File: config.mk
export PLATFORM = sky130hd
export DESIGN_NAME = serial2region
export DESIGN_NICKNAME = d
export VERILOG_FILES = /design/src/rtl/serial2region_pkg.sv /design/src/rtl/serial2region_sync_fifo.sv /design/src/rtl/serial2region.sv
export SDC_FILE = /design/constraint.sdc
export NUM_CORES = 1
export LEC_CHECK = 0
export CAP_MARGIN = 20
export CORE_ASPECT_RATIO = 1.1
export CORE_MARGIN = 8
export CORE_UTILIZATION = 30
export DETAILED_ROUTE_END_ITERATION = 16
export REMOVE_ABC_BUFFERS = 1
export SLEW_MARGIN = 20
export SYNTH_ARGS = -nofsm -noshare
export SYNTH_HDL_FRONTEND = slang
export SYNTH_SLANG_ARGS = --single-unit
File: constraint.sdc
create_clock -name clk -period 2.88 [get_ports clk]
set_input_delay 0.288 -clock clk [delete_from_list [all_inputs] [get_ports clk]]
set_output_delay 0.288 -clock clk [all_outputs]
set_load 0.03 [all_outputs]
File: src/rtl/serial2region_pkg.sv
// -----------------------------------------------------------------------------
// serial2region_pkg
// Shared definitions for the serial region receiver:
//   - default coordinate width and FIFO depth
//   - receiver FSM state encoding
//   - region pair struct {x, y}
// -----------------------------------------------------------------------------
package serial2region_pkg;

  localparam int COORD_WIDTH_DEF = 9;
  localparam int FIFO_DEPTH_DEF  = 16;
  localparam int BIT_CNT_W       = 5;

  typedef enum logic [1:0] {
    ST_IDLE = 2'd0,
    ST_REQ  = 2'd1,
    ST_RECV = 2'd2,
    ST_DONE = 2'd3
  } state_t;

  typedef struct packed {
    logic [COORD_WIDTH_DEF-1:0] x;
    logic [COORD_WIDTH_DEF-1:0] y;
  } region_t;

endpackage

File: src/rtl/serial2region_sync_fifo.sv
// -----------------------------------------------------------------------------
// sync_fifo
// Single-clock FIFO with a registered head: o_valid/o_data are flops that
// always present the oldest entry, so a pop is followed by the next entry in
// the very next cycle. A push is accepted when not full, or when full and a
// pop happens in the same cycle.
// Ports:
//   clk, rst_n         clock, asynchronous active-low reset
//   i_push, i_data     write request and data
//   i_pop              consumer accepts the head (ignored when o_valid = 0)
//   o_valid, o_data    registered head
//   o_full, o_empty    occupancy flags
// -----------------------------------------------------------------------------
module sync_fifo
  import serial2region_pkg::*;
#(
  parameter int WIDTH = 2 * COORD_WIDTH_DEF,
  parameter int DEPTH = FIFO_DEPTH_DEF
) (
  input  logic             clk,
  input  logic             rst_n,
  input  logic             i_push,
  input  logic [WIDTH-1:0] i_data,
  input  logic             i_pop,
  output logic             o_valid,
  output logic [WIDTH-1:0] o_data,
  output logic             o_full,
  output logic             o_empty
);

  localparam int AW = (DEPTH > 1) ? $clog2(DEPTH) : 1;
  localparam int CW = $clog2(DEPTH + 1);

  logic [WIDTH-1:0] r_mem [DEPTH];
  logic [AW-1:0]    r_wr_ptr, r_rd_ptr;
  logic [AW-1:0]    w_wr_ptr_next, w_rd_ptr_next;
  logic [CW-1:0]    r_count, w_count_next;
  logic             w_do_push, w_do_pop;
  logic             r_valid;
  logic [WIDTH-1:0] r_head;

  function automatic logic [AW-1:0] ptr_inc(input logic [AW-1:0] p);
    return (p == AW'(DEPTH - 1)) ? '0 : p + 1'b1;
  endfunction

  assign o_full    = (r_count == CW'(DEPTH));
  assign o_empty   = (r_count == '0);
  assign o_valid   = r_valid;
  assign o_data    = r_head;
  assign w_do_pop  = i_pop && r_valid;
  assign w_do_push = i_push && (!o_full || w_do_pop);

  always_comb begin
    w_wr_ptr_next = w_do_push ? ptr_inc(r_wr_ptr) : r_wr_ptr;
    w_rd_ptr_next = w_do_pop  ? ptr_inc(r_rd_ptr) : r_rd_ptr;
    w_count_next  = r_count;
    case ({w_do_push, w_do_pop})
      2'b10:   w_count_next = r_count + 1'b1;
      2'b01:   w_count_next = r_count - 1'b1;
      default: w_count_next = r_count;
    endcase
  end

  // Storage has no reset so it can map onto RAM resources.
  always_ff @(posedge clk) begin
    if (w_do_push) begin
      r_mem[r_wr_ptr] <= i_data;
    end
  end

  always_ff @(posedge clk or negedge rst_n) begin
    if (!rst_n) begin
      r_wr_ptr <= '0;
      r_rd_ptr <= '0;
      r_count  <= '0;
      r_valid  <= 1'b0;
      r_head   <= '0;
    end else begin
      r_wr_ptr <= w_wr_ptr_next;
      r_rd_ptr <= w_rd_ptr_next;
      r_count  <= w_count_next;
      r_valid  <= (w_count_next != '0);
      if (w_count_next != '0) begin
        // The next head is the entry being written right now when the
        // write lands exactly on the new read slot (empty or single entry).
        if (w_do_push && (w_rd_ptr_next == r_wr_ptr)) begin
          r_head <= i_data;
        end else begin
          r_head <= r_mem[w_rd_ptr_next];
        end
      end
    end
  end

endmodule

File: src/rtl/serial2region.sv
// -----------------------------------------------------------------------------
// serial2region
// Deserializing receiver for the region-proposal link. Requests a frame from
// the serializer, oversamples its slow bit clock and x/y lanes, rebuilds
// LSB-first coordinate pairs and queues them for the CNN consumer.
// Optional feature macro: SERIAL2REGION_BOUND_CHECK_EN (drops pairs outside
// FRAME_W x FRAME_H and adds output bound_drop_cnt).
// Ports:
//   clk, reset_n                         clock, asynchronous active-low reset
//   frame_req                            pulse: fetch the next frame
//   cnn_rd_region                        read request to the serializer
//   cnn_region_done/valid/x_bit/y_bit    async serializer lanes
//   cnn_region_clk                       async serializer bit clock (data)
//   region_out_valid/ready/x/y           pair output handshake
//   frame_done, frame_count              end-of-frame pulse and pair count
//   err_framing, err_overflow            sticky errors, cleared by frame_req
// -----------------------------------------------------------------------------
module serial2region
  import serial2region_pkg::*;
#(
  parameter int COORD_WIDTH = COORD_WIDTH_DEF,
  parameter int FIFO_DEPTH  = FIFO_DEPTH_DEF
`ifdef SERIAL2REGION_BOUND_CHECK_EN
  ,
  parameter int FRAME_W     = 320,
  parameter int FRAME_H     = 240
`endif
) (
  input  logic                   clk,
  input  logic                   reset_n,
  input  logic                   frame_req,
  output logic                   cnn_rd_region,
  input  logic                   cnn_region_done,
  input  logic                   cnn_region_valid,
  input  logic                   cnn_region_x_bit,
  input  logic                   cnn_region_y_bit,
  input  logic                   cnn_region_clk,
  output logic                   region_out_valid,
  input  logic                   region_out_ready,
  output logic [COORD_WIDTH-1:0] region_out_x,
  output logic [COORD_WIDTH-1:0] region_out_y,
  output logic                   frame_done,
  output logic [4:0]             frame_count,
  output logic                   err_framing,
  output logic                   err_overflow
`ifdef SERIAL2REGION_BOUND_CHECK_EN
  ,
  output logic [7:0]             bound_drop_cnt
`endif
);

  localparam int PW = 2 * COORD_WIDTH;

  // ---------------------------------------------------------------- sync
  logic [4:0] w_async;
  logic [4:0] r_meta, r_sync;
  logic       r_clk_d, r_done_d;
  logic       w_sclk, w_done, w_valid, w_x_bit, w_y_bit;
  logic       w_sample, w_done_fall;

  assign w_async = {cnn_region_clk, cnn_region_done, cnn_region_valid,
                    cnn_region_x_bit, cnn_region_y_bit};
  assign {w_sclk, w_done, w_valid, w_x_bit, w_y_bit} = r_sync;

  always_ff @(posedge clk or negedge reset_n) begin
    if (!reset_n) begin
      r_meta   <= '0;
      r_sync   <= '0;
      r_clk_d  <= 1'b0;
      r_done_d <= 1'b0;
    end else begin
      r_meta   <= w_async;
      r_sync   <= r_meta;
      r_clk_d  <= w_sclk;
      r_done_d <= w_done;
    end
  end

  // Serializer launches on its rising edge, so its falling edge is mid-bit.
  assign w_sample    = r_clk_d & ~w_sclk;
  assign w_done_fall = r_done_d & ~w_done;

  // ---------------------------------------------------------------- FSM
  state_t r_state, w_state_next;
  logic   w_frame_start;
  logic   w_fifo_empty, w_fifo_full;

  always_ff @(posedge clk or negedge reset_n) begin
    if (!reset_n) r_state <= ST_IDLE;
    else          r_state <= w_state_next;
  end

  always_comb begin
    w_state_next  = r_state;
    cnn_rd_region = 1'b0;
    frame_done    = 1'b0;
    w_frame_start = 1'b0;
    case (r_state)
      ST_IDLE: begin
        if (frame_req && w_fifo_empty) begin
          w_state_next  = ST_REQ;
          w_frame_start = 1'b1;
        end
      end
      ST_REQ: begin
        cnn_rd_region = 1'b1;
        if (w_done_fall)              w_state_next = ST_DONE;
        else if (w_sample && w_valid) w_state_next = ST_RECV;
      end
      ST_RECV: begin
        if (w_done_fall) w_state_next = ST_DONE;
      end
      ST_DONE: begin
        frame_done   = 1'b1;
        w_state_next = ST_IDLE;
      end
      default: w_state_next = ST_IDLE;
    endcase
  end

  // ---------------------------------------------------------------- assembly
  logic [COORD_WIDTH-1:0] r_x_sr, r_y_sr;
  logic [BIT_CNT_W-1:0]   r_bit_cnt;
  logic                   r_push;
  logic [PW-1:0]          r_push_data;
  logic                   w_active, w_shift_en, w_word_end, w_word_ok, w_abort;

  assign w_active   = (r_state == ST_REQ) || (r_state == ST_RECV);
  assign w_shift_en = w_sample && w_valid && w_active;
  assign w_word_end = w_sample && !w_valid && (r_state == ST_RECV) && (r_bit_cnt != '0);
  assign w_word_ok  = (r_bit_cnt == BIT_CNT_W'(COORD_WIDTH));
  // A completed word at the done edge still gets pushed; only partials abort.
  assign w_abort    = w_done_fall && (r_state == ST_RECV) && (r_bit_cnt != '0) && !w_word_end;

  always_ff @(posedge clk or negedge reset_n) begin
    if (!reset_n) begin
      r_x_sr      <= '0;
      r_y_sr      <= '0;
      r_bit_cnt   <= '0;
      r_push      <= 1'b0;
      r_push_data <= '0;
      err_framing <= 1'b0;
    end else begin
      r_push <= w_word_end && w_word_ok;
      if (w_word_end) r_push_data <= {r_x_sr, r_y_sr};

      if (w_frame_start) begin
        r_bit_cnt <= '0;
      end else if (w_shift_en) begin
        r_x_sr <= {w_x_bit, r_x_sr[COORD_WIDTH-1:1]};
        r_y_sr <= {w_y_bit, r_y_sr[COORD_WIDTH-1:1]};
        if (r_bit_cnt != {BIT_CNT_W{1'b1}}) r_bit_cnt <= r_bit_cnt + 1'b1;
      end else if (w_word_end || w_abort) begin
        r_bit_cnt <= '0;
      end

      if (w_frame_start)                              err_framing <= 1'b0;
      else if ((w_word_end && !w_word_ok) || w_abort) err_framing <= 1'b1;
    end
  end

  // ---------------------------------------------------------------- push path
  logic [COORD_WIDTH-1:0] w_push_x, w_push_y;
  logic                   w_in_bounds, w_fifo_push, w_pop, w_push_ok, w_overflow;
  logic [PW-1:0]          w_head;

  assign w_push_x = r_push_data[PW-1:COORD_WIDTH];
  assign w_push_y = r_push_data[COORD_WIDTH-1:0];

`ifdef SERIAL2REGION_BOUND_CHECK_EN
  logic [31:0] w_x_ext, w_y_ext;
  assign w_x_ext     = 32'(w_push_x);
  assign w_y_ext     = 32'(w_push_y);
  assign w_in_bounds = (w_x_ext < 32'(FRAME_W)) && (w_y_ext < 32'(FRAME_H));
`else
  assign w_in_bounds = 1'b1;
`endif

  assign w_fifo_push = r_push && w_in_bounds;
  assign w_pop       = region_out_valid && region_out_ready;
  assign w_push_ok   = w_fifo_push && (!w_fifo_full || w_pop);
  assign w_overflow  = w_fifo_push && w_fifo_full && !w_pop;

  sync_fifo #(
    .WIDTH (PW),
    .DEPTH (FIFO_DEPTH)
  ) u_fifo (
    .clk     (clk),
    .rst_n   (reset_n),
    .i_push  (w_fifo_push),
    .i_data  (r_push_data),
    .i_pop   (region_out_ready),
    .o_valid (region_out_valid),
    .o_data  (w_head),
    .o_full  (w_fifo_full),
    .o_empty (w_fifo_empty)
  );

  assign region_out_x = w_head[PW-1:COORD_WIDTH];
  assign region_out_y = w_head[COORD_WIDTH-1:0];

  // ---------------------------------------------------------------- counters
  logic [4:0] r_frame_cnt, w_frame_cnt_inc;

  // Saturating; a push landing in the DONE cycle is still counted.
  assign w_frame_cnt_inc = (w_push_ok && (r_frame_cnt != 5'd31)) ?
                           r_frame_cnt + 5'd1 : r_frame_cnt;

  always_ff @(posedge clk or negedge reset_n) begin
    if (!reset_n) begin
      r_frame_cnt  <= '0;
      frame_count  <= '0;
      err_overflow <= 1'b0;
    end else begin
      if (r_state == ST_DONE) begin
        frame_count <= w_frame_cnt_inc;
        r_frame_cnt <= '0;
      end else if (w_frame_start) begin
        r_frame_cnt <= '0;
      end else begin
        r_frame_cnt <= w_frame_cnt_inc;
      end

      if (w_frame_start)   err_overflow <= 1'b0;
      else if (w_overflow) err_overflow <= 1'b1;
    end
  end

`ifdef SERIAL2REGION_BOUND_CHECK_EN
  always_ff @(posedge clk or negedge reset_n) begin
    if (!reset_n) begin
      bound_drop_cnt <= '0;
    end else if (w_frame_start) begin
      bound_drop_cnt <= '0;
    end else if (r_push && !w_in_bounds && (bound_drop_cnt != 8'hFF)) begin
      bound_drop_cnt <= bound_drop_cnt + 8'd1;
    end
  end
`endif

endmodule

==> flow_summary.json <==
{
  "cts_buffers": 37,
  "final_area_um2": 22100,
  "chipWidth_um": 252,
  "wire_per_inst_um": 20.8,
  "clk_pin_slew_ps": 70,
  "synth_edf_count": 288,
  "drtPass1Iterations": 5,
  "busiest_layer": "met2",
  "period_share_pct": 97.0,
  "die-area_um2": 69700,
  "totalWireLength_mm": 52.0,
  "synthTopCellsByArea": "edfxtp_1, dfrtp_1, nand2_1",
  "place.gp.congestion": 0.782,
  "postSynth.asyncResetShare_pct": 25.8,
  "timing.setup.tns_ps": 0,
  "clkSinkCount": 388,
  "ant_nets": 0,
  "syn_area_um2": 18500,
  "htreeDepth": 2,
  "instances_no_fill": 2503,
  "cp.buffers_inverters": 2,
  "multi_input_area_um2": 6740,
  "layout_commonest_cell": "edfxtp_1",
  "hold_path.class": "in2reg",
  "required_ps": 3310,
  "num_rows": 95,
  "fin_nets": 1679,
  "synth_top_area_share_pct": 46.9,
  "synth_xor_area_share_pct": 0.617,
  "grt_util_met2_pct": 25.4,
  "pin_count": 37,
  "overflow": 0,
  "ys_seq_elements": 388,
  "fillCellCount": 5858,
  "p_per_area_nw_per_um2": 655,
  "hold_viol_final": 0,
  "critical-path-top-delay-family": "compound AO/OA/AOI/OAI gates",
  "yosys-mux-area-fraction_pct": 3.76,
  "diodes": 0,
  "crit_path_top_delay_cell": "dfrtp_4",
  "max-vdd-ir-drop_mv": 0.569,
  "final_cell_mix": "edfxtp_1, nand2_1, and3_1",
  "synthAdderAreaFrac_pct": 1.15,
  "antenna_found_initial": 0,
  "drc_errors": 0,
  "insertion_delay_ps": 550,
  "grt_max_degree": 101,
  "synthCells": 1566,
  "cp_data_arrival_time_ps": 3220,
  "tightestPinTransition_ps": 808,
  "skew_ps": 33.2,
  "fp.dieH_um": 276,
  "yosysUniqueCellTypes": 63,
  "max_stage_delay_ps": 490,
  "grt_usage_pct": 14.6,
  "start_util_pct": 30.3,
  "yosys.area_share.simple_pct": 15.8,
  "fin_crit_ps": 2790,
  "worst-setup-path-type": "reg2reg",
  "grtUsageMet3_pct": 1.41,
  "finalSetupViolations": 0,
  "max_slew_margin_pct": 46.1,
  "synth_top_family_by_area": "simple AND/OR/NAND/NOR gates",
  "clockBufferDepth": 3,
  "maxSlewViolCount": 0,
  "grt_use_met1_pct": 18.7,
  "drive_above_1_share_pct": 16.6,
  "ys_seq_area_share_pct": 60.4,
  "avgSynthCellArea_um2": 11.8,
  "place_area_um2": 20800,
  "startpoint_type": "flop",
  "vias": 13600,
  "rsz0062_at_grt": "false",
  "synth-compound-area-share_pct": 14.7,
  "critPathMaxFanout": 25,
  "tritoncts": "done",
  "synthFlopType": "edfxtp_1",
  "numPortBuffers": 36,
  "yosys_warnings": 0,
  "endpoint_kind": "flop",
  "dp_hpwl_mm": 32.6,
  "syn_to_final_growth_pct": 19.6,
  "vias_per_cell": 5.45,
  "cp_cell_sequence": "ha_2 > nand4b_1 > o21ai_4 > buf_12 > buf_12 > a2111oi_1 > o32ai_1 > a311o_1 > a211oi_1 > o21ai_1",
  "outcome": "finished, final reports clean",
  "grt_pass1_wl_mm": 81.5,
  "fmax_mhz": 358,
  "root_buffer": "clkbuf_16",
  "p_leak_uw": 0.00838,
  "cts_post_setup_buffers_inserted": 0,
  "yosysTopAreaCell": "edfxtp_1",
  "total_power_uw": 14500,
  "grt_pass1_vias": 13700,
  "first_iter_violations": 1262,
  "seqCellArea_um2": 11200,
  "dp_cells": 2437,
  "final_util_pct": 36.2,
  "drv_cap": 0,
  "path_common_cell": "buf_12",
  "coreArea_um2": 61000
}
synthesized netlist by cell type, types with 33 or more instances:
master      n
edfxtp_1  288
nand2_1   284
and3_1    153
dfrtp_1   100
clkbuf_1   81
a22oi_1    71
mux2_2     57
a211oi_1   56
a21oi_1    50
nor4b_1    34
o32ai_1    34
buf_2      33
metrics by stage:
stage	setup slack (ps)	hold WS, ps
final	85.3	183
after global routing	2.03	171
after CTS	16.0	162
after detailed placement	-347	341
after global placement	-325	334
after floorplan	-5780	-7.59
metal layers:
layer	wire length [um]	vias up
li1	-	6177
met1	21700	6864
met2	26000	492
met3	2820	99
met4	1400	0
met5	0	-
final cells by class:
class | instances | share of cell area (%)
flip-flops and latches | 388 | 50.6
multi-input cells | 1033 | 30.5
repair buffers | 180 | 8.70
well taps | 824 | 4.67
clock buffers | 49 | 4.64
clock inverters | 16 | 0.652
inverters | 13 | 0.232
cell families after synthesis:
group | Yosys count
compound gates | 372
xor+xnor | 13
fa+ha+maj | 17
buf+inv | 145
flops | 388
mux | 61
simple gates | 570
power breakdown:
| group | internal [uW] | total [uW] | switching [uW] |
|---|---|---|---|
| registers | 6320 | 6640 | 317 |
| clock network | 2690 | 4810 | 2120 |
| logic | 1180 | 3010 | 1840 |
worst paths after layout:
path | end | cells past startpoint | startpoint | slack, ps
max in group asynchronous | u_fifo.o_data[8]$_DFFE_PN0P_ | 3 | reset_n | 2050
max reg2reg | u_fifo.o_data[11]$_DFFE_PN0P_ | 10 | u_fifo.r_rd_ptr[0]$_DFF_PN0_ | 90
min in group asynchronous | r_sync[3]$_DFF_PN0_ | 3 | reset_n | 340
min | r_meta[2]$_DFF_PN0_ | 1 | cnn_region_valid | 180
min reg2reg | r_sync[2]$_DFF_PN0_ | 0 | r_meta[2]$_DFF_PN0_ | 350
max | u_fifo.o_data[11]$_DFFE_PN0P_ | 10 | u_fifo.r_rd_ptr[0]$_DFF_PN0_ | 90
worst reg2reg max path: cells and delay by family, from the launching register on:
| family | cells | cell delay [ps] |
|---|---|---|
| AOI/OAI and AO/OA | 6 | 1440 |
| DFF | 1 | 490 |
| buffers and inverters | 2 | 370 |
| adders and majority gates | 1 | 240 |
| and+or+nand+nor | 1 | 160 |
repair_timing:
| action | 4_1_cts | 5_1_grt |
|---|---|---|
| pin swaps | 2 | 1 |
| endpoints found under the hold margin | 100 | 0 |
| setup endpoints to repair | 8 | 9 |
| resized for setup | 12 | 18 |
| hold buffers | 1 | 0 |
state kept, by name, indices dropped and copies added (netlist names), 9 cells and up:
| name | cells |
|---|---|
| r_x_sr | 9 |
| u_fifo.o_data | 18 |
| r_y_sr | 9 |
| u_fifo.r_mem | 288 |
| r_push_data | 18 |
Power figures use the tool's default switching activity.
